**config.mk**
```make
export PLATFORM = sky130hd
export DESIGN_NAME = spi_xfer_engine
export DESIGN_NICKNAME = d
export VERILOG_FILES = /design/src/rtl/spi_pkg.sv /design/src/rtl/spi_sclk_gen.sv /design/src/rtl/spi_xfer_engine.sv
export SDC_FILE = /design/constraint.sdc
export NUM_CORES = 1
export LEC_CHECK = 0
export ABC_AREA = 1
export CORE_ASPECT_RATIO = 0.6
export CORE_MARGIN = 3
export CORE_UTILIZATION = 53
export CTS_CLUSTER_SIZE = 12
export DETAILED_ROUTE_END_ITERATION = 6
export MAX_ROUTING_LAYER = met4
export PLACE_DENSITY_LB_ADDON = 0.2
export RECOVER_POWER = 100
export SYNTH_ARGS = -nofsm -noshare
export SYNTH_HDL_FRONTEND = slang
export SYNTH_SLANG_ARGS = --single-unit
```
**constraint.sdc**
```tcl
create_clock -name iclk -period 2.2 [get_ports iclk]
set_clock_uncertainty 0.15 [all_clocks]
set_input_delay 0.33 -clock iclk [delete_from_list [all_inputs] [get_ports iclk]]
set_output_delay 0.33 -clock iclk [all_outputs]
set_load 0.05 [all_outputs]
```
**src/rtl/spi_pkg.sv**
```systemverilog
// Shared SPI transfer-engine types: FSM state encodings and SPI mode 0 constants.
package spi_pkg;

  typedef enum logic [2:0] {
    ST_IDLE  = 3'd0,
    ST_FETCH = 3'd1,
    ST_SETUP = 3'd2,
    ST_SHIFT = 3'd3,
    ST_HOLD  = 3'd4,
    ST_STORE = 3'd5
  } spi_state_e;

  // Mode 0: SCLK idles low, data sampled on the rising edge.
  localparam logic SPI_CPOL = 1'b0;
  localparam logic SPI_CPHA = 1'b0;

endpackage

```
**src/rtl/spi_sclk_gen.sv**
```systemverilog
// SCLK divider and edge generator: a half-period elapses every idiv+1 enabled cycles,
// producing one-cycle rise/fall strobes when toggling is allowed.
module spi_sclk_gen
  import spi_pkg::*;
#(
  parameter int DIV_WIDTH = 8
) (
  input  logic                 iclk,
  input  logic                 irst,
  input  logic                 ien,
  input  logic                 itoggle,
  input  logic [DIV_WIDTH-1:0] idiv,
  output logic                 ohalf,
  output logic                 orise,
  output logic                 ofall,
  output logic                 osclk
);

  logic [DIV_WIDTH-1:0] cnt_q = '0;
  logic [DIV_WIDTH-1:0] cnt_d;
  logic                 sclk_q = SPI_CPOL;
  logic                 sclk_d;

  always_comb begin
    cnt_d  = cnt_q;
    sclk_d = sclk_q;
    ohalf  = ien && (cnt_q == idiv);
    orise  = ohalf && itoggle && !sclk_q;
    ofall  = ohalf && itoggle && sclk_q;
    if (!ien) begin
      cnt_d  = '0;
      sclk_d = SPI_CPOL;
    end else if (ohalf) begin
      cnt_d = '0;
      if (itoggle) sclk_d = !sclk_q;
    end else begin
      cnt_d = cnt_q + 1'b1;
    end
  end

  always_ff @(posedge iclk) begin
    if (irst) begin
      cnt_q  <= '0;
      sclk_q <= SPI_CPOL;
    end else begin
      cnt_q  <= cnt_d;
      sclk_q <= sclk_d;
    end
  end

  assign osclk = sclk_q;

endmodule

```
**src/rtl/spi_xfer_engine.sv**
```systemverilog
// SPI mode 0 master moving words from a TX FIFO to the wire and back into an RX FIFO.
// Define SPI_XFER_LOOPBACK_EN to add the iloopback input (RX samples omosi instead of imiso).
module spi_xfer_engine
  import spi_pkg::*;
#(
  parameter int DATA_WIDTH = 16,
  parameter int DIV_WIDTH  = 8
) (
  input  logic                  iclk,
  input  logic                  irst,
  input  logic                  ienable,
  input  logic [DIV_WIDTH-1:0]  idiv,
  input  logic                  itx_valid,
  output logic                  otx_req,
  input  logic                  itx_resp,
  input  logic [DATA_WIDTH-1:0] itx_data,
  output logic                  otx_ack,
  output logic                  orx_req,
  output logic [DATA_WIDTH-1:0] orx_data,
  input  logic                  irx_ack,
  output logic                  osclk,
  output logic                  omosi,
  input  logic                  imiso,
  output logic                  ocs_n,
`ifdef SPI_XFER_LOOPBACK_EN
  input  logic                  iloopback,
`endif
  output logic                  obusy,
  output logic                  orx_stall
);

  localparam int              BCW      = $clog2(DATA_WIDTH) + 1;
  localparam logic [BCW-1:0]  LAST_BIT = BCW'(DATA_WIDTH - 1);

  spi_state_e            state_q = ST_IDLE;
  spi_state_e            state_d;
  logic [DIV_WIDTH-1:0]  div_q = '0, div_d;
  logic [BCW-1:0]        bit_cnt_q = '0, bit_cnt_d;
  logic [DATA_WIDTH-1:0] tx_sr_q = '0, tx_sr_d;
  logic [DATA_WIDTH-1:0] rx_sr_q = '0, rx_sr_d;
  logic [DATA_WIDTH-1:0] orx_data_q = '0, orx_data_d;
  logic                  otx_req_q = 1'b0, otx_req_d;
  logic                  otx_ack_q = 1'b0, otx_ack_d;
  logic                  orx_req_q = 1'b0, orx_req_d;
  logic                  omosi_q = 1'b0, omosi_d;
  logic                  ocs_n_q = 1'b1, ocs_n_d;
  logic                  obusy_q = 1'b0, obusy_d;
  logic                  orx_stall_q = 1'b0, orx_stall_d;

  logic gen_en, gen_toggle, half, rise, fall, sample_bit;

  assign gen_en     = (state_q == ST_SETUP) || (state_q == ST_SHIFT) || (state_q == ST_HOLD);
  assign gen_toggle = (state_q == ST_SETUP) || (state_q == ST_SHIFT);

`ifdef SPI_XFER_LOOPBACK_EN
  assign sample_bit = iloopback ? omosi_q : imiso;
`else
  assign sample_bit = imiso;
`endif

  // The captured divider, not the live idiv, paces the whole word.
  spi_sclk_gen #(.DIV_WIDTH(DIV_WIDTH)) u_sclk_gen (
    .iclk    (iclk),
    .irst    (irst),
    .ien     (gen_en),
    .itoggle (gen_toggle),
    .idiv    (div_q),
    .ohalf   (half),
    .orise   (rise),
    .ofall   (fall),
    .osclk   (osclk)
  );

  always_comb begin
    state_d     = state_q;
    div_d       = div_q;
    bit_cnt_d   = bit_cnt_q;
    tx_sr_d     = tx_sr_q;
    rx_sr_d     = rx_sr_q;
    orx_data_d  = orx_data_q;
    otx_req_d   = otx_req_q;
    otx_ack_d   = 1'b0;
    orx_req_d   = orx_req_q;
    omosi_d     = omosi_q;
    ocs_n_d     = ocs_n_q;
    orx_stall_d = orx_stall_q;
    if (rise) rx_sr_d = {rx_sr_q[DATA_WIDTH-2:0], sample_bit};
    case (state_q)
      ST_IDLE: begin
        if (ienable && itx_valid) begin
          otx_req_d = 1'b1;
          div_d     = idiv;
          state_d   = ST_FETCH;
        end
      end
      ST_FETCH: begin
        if (itx_resp) begin
          tx_sr_d   = itx_data;
          rx_sr_d   = '0;
          bit_cnt_d = '0;
          otx_req_d = 1'b0;
          otx_ack_d = 1'b1;
          ocs_n_d   = 1'b0;
          omosi_d   = itx_data[DATA_WIDTH-1];
          state_d   = ST_SETUP;
        end
      end
      ST_SETUP: begin
        if (rise) state_d = ST_SHIFT;
      end
      ST_SHIFT: begin
        if (fall) begin
          if (bit_cnt_q == LAST_BIT) begin
            bit_cnt_d = '0;
            state_d   = ST_HOLD;
          end else begin
            bit_cnt_d = bit_cnt_q + 1'b1;
            tx_sr_d   = tx_sr_q << 1;
            omosi_d   = tx_sr_q[DATA_WIDTH-2];
          end
        end
      end
      ST_HOLD: begin
        if (half) begin
          ocs_n_d     = 1'b1;
          omosi_d     = 1'b0;
          orx_req_d   = 1'b1;
          orx_data_d  = rx_sr_q;
          orx_stall_d = 1'b1;
          state_d     = ST_STORE;
        end
      end
      ST_STORE: begin
        if (irx_ack) begin
          orx_req_d   = 1'b0;
          orx_stall_d = 1'b0;
          state_d     = ST_IDLE;
        end
      end
      default: state_d = ST_IDLE;
    endcase
    obusy_d = (state_d != ST_IDLE);
  end

  always_ff @(posedge iclk) begin
    if (irst) begin
      state_q     <= ST_IDLE;
      div_q       <= '0;
      bit_cnt_q   <= '0;
      tx_sr_q     <= '0;
      rx_sr_q     <= '0;
      orx_data_q  <= '0;
      otx_req_q   <= 1'b0;
      otx_ack_q   <= 1'b0;
      orx_req_q   <= 1'b0;
      omosi_q     <= 1'b0;
      ocs_n_q     <= 1'b1;
      obusy_q     <= 1'b0;
      orx_stall_q <= 1'b0;
    end else begin
      state_q     <= state_d;
      div_q       <= div_d;
      bit_cnt_q   <= bit_cnt_d;
      tx_sr_q     <= tx_sr_d;
      rx_sr_q     <= rx_sr_d;
      orx_data_q  <= orx_data_d;
      otx_req_q   <= otx_req_d;
      otx_ack_q   <= otx_ack_d;
      orx_req_q   <= orx_req_d;
      omosi_q     <= omosi_d;
      ocs_n_q     <= ocs_n_d;
      obusy_q     <= obusy_d;
      orx_stall_q <= orx_stall_d;
    end
  end

  assign otx_req   = otx_req_q;
  assign otx_ack   = otx_ack_q;
  assign orx_req   = orx_req_q;
  assign orx_data  = orx_data_q;
  assign omosi     = omosi_q;
  assign ocs_n     = ocs_n_q;
  assign obusy     = obusy_q;
  assign orx_stall = orx_stall_q;

endmodule
```
==> impl_metrics.tcl, run 1 <==
set metrics [dict create \
    grt_pass1_wl_mm 13.61 \
    required_ns 1.72 \
    cts_tree "done" \
    fin_util 0.6932 \
    ys_seq_area_frac 0.4472 \
    worst-setup-path-type "reg2out" \
    syn-cell-area_sq_um 3492 \
    ys.warnings.count 0 \
    synth_fa_ha_area_frac 0.007166 \
    ys_ff_latch 78 \
    postLayoutCellArea_sq_um 4332 \
    gr-total-overflow 0 \
    cp_max_fo 3 \
    initial_core_util 0.5589 \
    clock_sinks 78 \
    antenna_cells 0 \
    grtUsageTotal 0.2281 \
    synth_top_area_frac 0.4472 \
    drive_gt1_frac 0.08021 \
    grt_pass1_vias 3025 \
    p_total_mw 2.891 \
    max_slew_margin 0.5726 \
    period_share 0.9434 \
    syn_inst 498 \
    timing.fmax_ghz 0.4818 \
    wire_per_inst_um 12.95 \
    slew_violations 0 \
    yosys-top-cells-area "dfxtp_1 45%, nand2_1 12%, nor2_1 9.4%" \
    numCtsBuffers 9 \
    critical_path.slowest_cell "dlygate4sd3_1" \
    dieWidth_um 110.8 \
    drv_cap 0 \
    placementRows 22 \
    clock-root-buffer "clkbuf_8" \
    dieArea_sq_um 7631 \
    crit_chain "dlygate4sd3_1" \
    final_cell_mix "109 x nand2_1, 84 x nor2_1, 76 x dfxtp_1, 62 x inv_1" \
    coreArea_sq_um 6248 \
    synth.net_count 531 \
    yosys.area_share.simple 0.2856 \
    insertion_delay_ns 0.35 \
    synth_xor_area_frac 0.01254 \
    drtIter0Drc 196 \
    syn_avg_cell_area_sq_um 7.012 \
    cts_max_level 3 \
    placed_area_sq_um 4144 \
    status "finished clean" \
    power.density_nw_per_um2 667.5 \
    cts_buffer_depth 2 \
    cts_hold_buffers 0 \
    end_kind "primary output" \
    synth.area.mux_share 0 \
    vdd_drop_max_mv 0.3545 \
    hpwlAfterDp_mm 5.850 \
    critPathLaunch "orx_stall" \
    grt_antenna_before_repair 0 \
    crit_path_max_incr_delay_ns 0.89 \
    drt_first_pass_iters 5 \
    vias 3263 \
    pin_count 55 \
    drc 0 \
    clk_pin_slew_worst_paths_ns 0.08 \
    fin_crit_ns 2.075 \
    syn_to_final_growth_pct 24.04 \
    num-nets-final 590 \
    wl_mm 8.355 \
    gp_congestion 0.8717 \
    die_y_um 68.88 \
    grt_max_degree 32 \
    p_leak_nw 1.926 \
    crit_arrival_ns 1.60 \
    portBuffers 54 \
    synth_top_family_by_area "simple AND/OR/NAND/NOR gates" \
    worst_pin_slew_ns 0.6411 \
    holdCritStartpoint "bit_cnt_q[4]" \
    yosys.area.top_type "dfxtp_1" \
    cpLargestDelayFamily "buffers and inverters" \
    synth_compound_area_frac 0.1487 \
    synth_cell_types 33 \
    reg2reg_from "state_q[1]" \
    viasPerCell 5.059 \
    layout_commonest_cell "nand2_1" \
    hold_violations 0 \
    setup_viol 0 \
    hold_class "reg2reg" \
    postRouteAntennaNets 0 \
    crit_buf_inv 1 \
    whs_ns 0.3092 \
    start_kind "flip-flop" \
]
state kept, by name, indices dropped and copies added (netlist names), 3 cells and up:
name and flops:
orx_data 16, rx_sr_q 16, tx_sr_q 15, div_q 8
u_sclk_gen.cnt_q 8, bit_cnt_q 5, state_q 3
per-stage QoR:
step,TNS (ns),instances,worst slack (ns)
final,0,645,0.1245
after global routing,-0.003264,645,-0.002642
after CTS,0,643,0.001035
after detailed placement,0,628,0.1496
after global placement,0,628,0.1735
after floorplan,0,498,0.4059
path summary, 6_finish.rpt:
check / to / slack [ns] / cells after the start
worst max-delay path: orx_stall / 0.12 / 1
worst min-delay path: bit_cnt_q[4] / 0.31 / 2
worst max register to register: tx_sr_q[14] / 0.15 / 12
worst min register to register: bit_cnt_q[4] / 0.31 / 2
cell families (layout without fill, tap and decap cells):
family / count (synthesis) / after routing
AND/OR/NAND/NOR: 235 / 235
AO/OA/AOI/OAI: 94 / 94
buffers and inverters: 84 / 147
flip-flops: 78 / 78
XOR/XNOR: 5 / 5
adder cells (fa/ha/maj): 2 / 2
cell usage after synthesis:
master / number
nor2_2: 2
inv_2: 4
or2_2: 1
nand2_2: 2
o21ai_1: 8
xor2_1: 3
nor2_1: 87
nor2_4: 3
inv_1: 61
o21a_1: 1
buf_2: 6
a22oi_1: 1
nand3b_1: 1
buf_4: 2
nand3_1: 13
a31oi_1: 1
nand2_4: 1
o211ai_1: 1
ha_1: 2
nand3_2: 3
a211oi_1: 16
nand2_1: 109
xnor2_1: 2
dfxtp_1: 78
buf_1: 1
and2_1: 1
a21oi_1: 33
o21ai_0: 33
buf_6: 2
nor3b_1: 4
nand4_1: 5
clkbuf_1: 8
nor3_1: 3
timing repair:
action / 4_1_cts / 5_1_grt
gates resized for setup: 0 / 9
setup endpoints to repair: 0 / 22
setup buffers: 0 / 1
per-layer routing:
| layer | GRT usage | vias to the layer above | part of all wire |
|---|---|---|---|
| li1 | - | 1695 | - |
| met1 | 0.2970 | 1478 | 0.49 |
| met2 | 0.3565 | 80 | 0.45 |
| met3 | 0.06626 | 10 | 0.057 |
| met4 | 0.05376 | 0 | 0.0096 |
| met5 | - | - | 0 |
power breakdown:
group	switching (mW)	total [mW]	internal [mW]
registers	0.0238	1.48	1.46
clock network	0.498	1.04	0.545
logic	0.219	0.366	0.147
cell type report:
type,count,area (sq um)
clock inverters,4,47.55
inverters,65,244.0
repair buffers,67,629.4
multi-input cells,336,1600
clock buffers,11,141.4
flip-flops and latches,78,1564
fillers,529,1917
well taps,84,105.1
Power figures use the tool's default switching activity.
==> run 2: changes to the inputs <==
--- a/config.mk
+++ b/config.mk
@@ -17,3 +17,4 @@
 export SYNTH_ARGS = -nofsm -noshare
 export SYNTH_HDL_FRONTEND = slang
 export SYNTH_SLANG_ARGS = --single-unit
+export TNS_END_PERCENT = 30
==> results of run 2 <==
Final layout, timing and power as in run 1 (identical DEF).
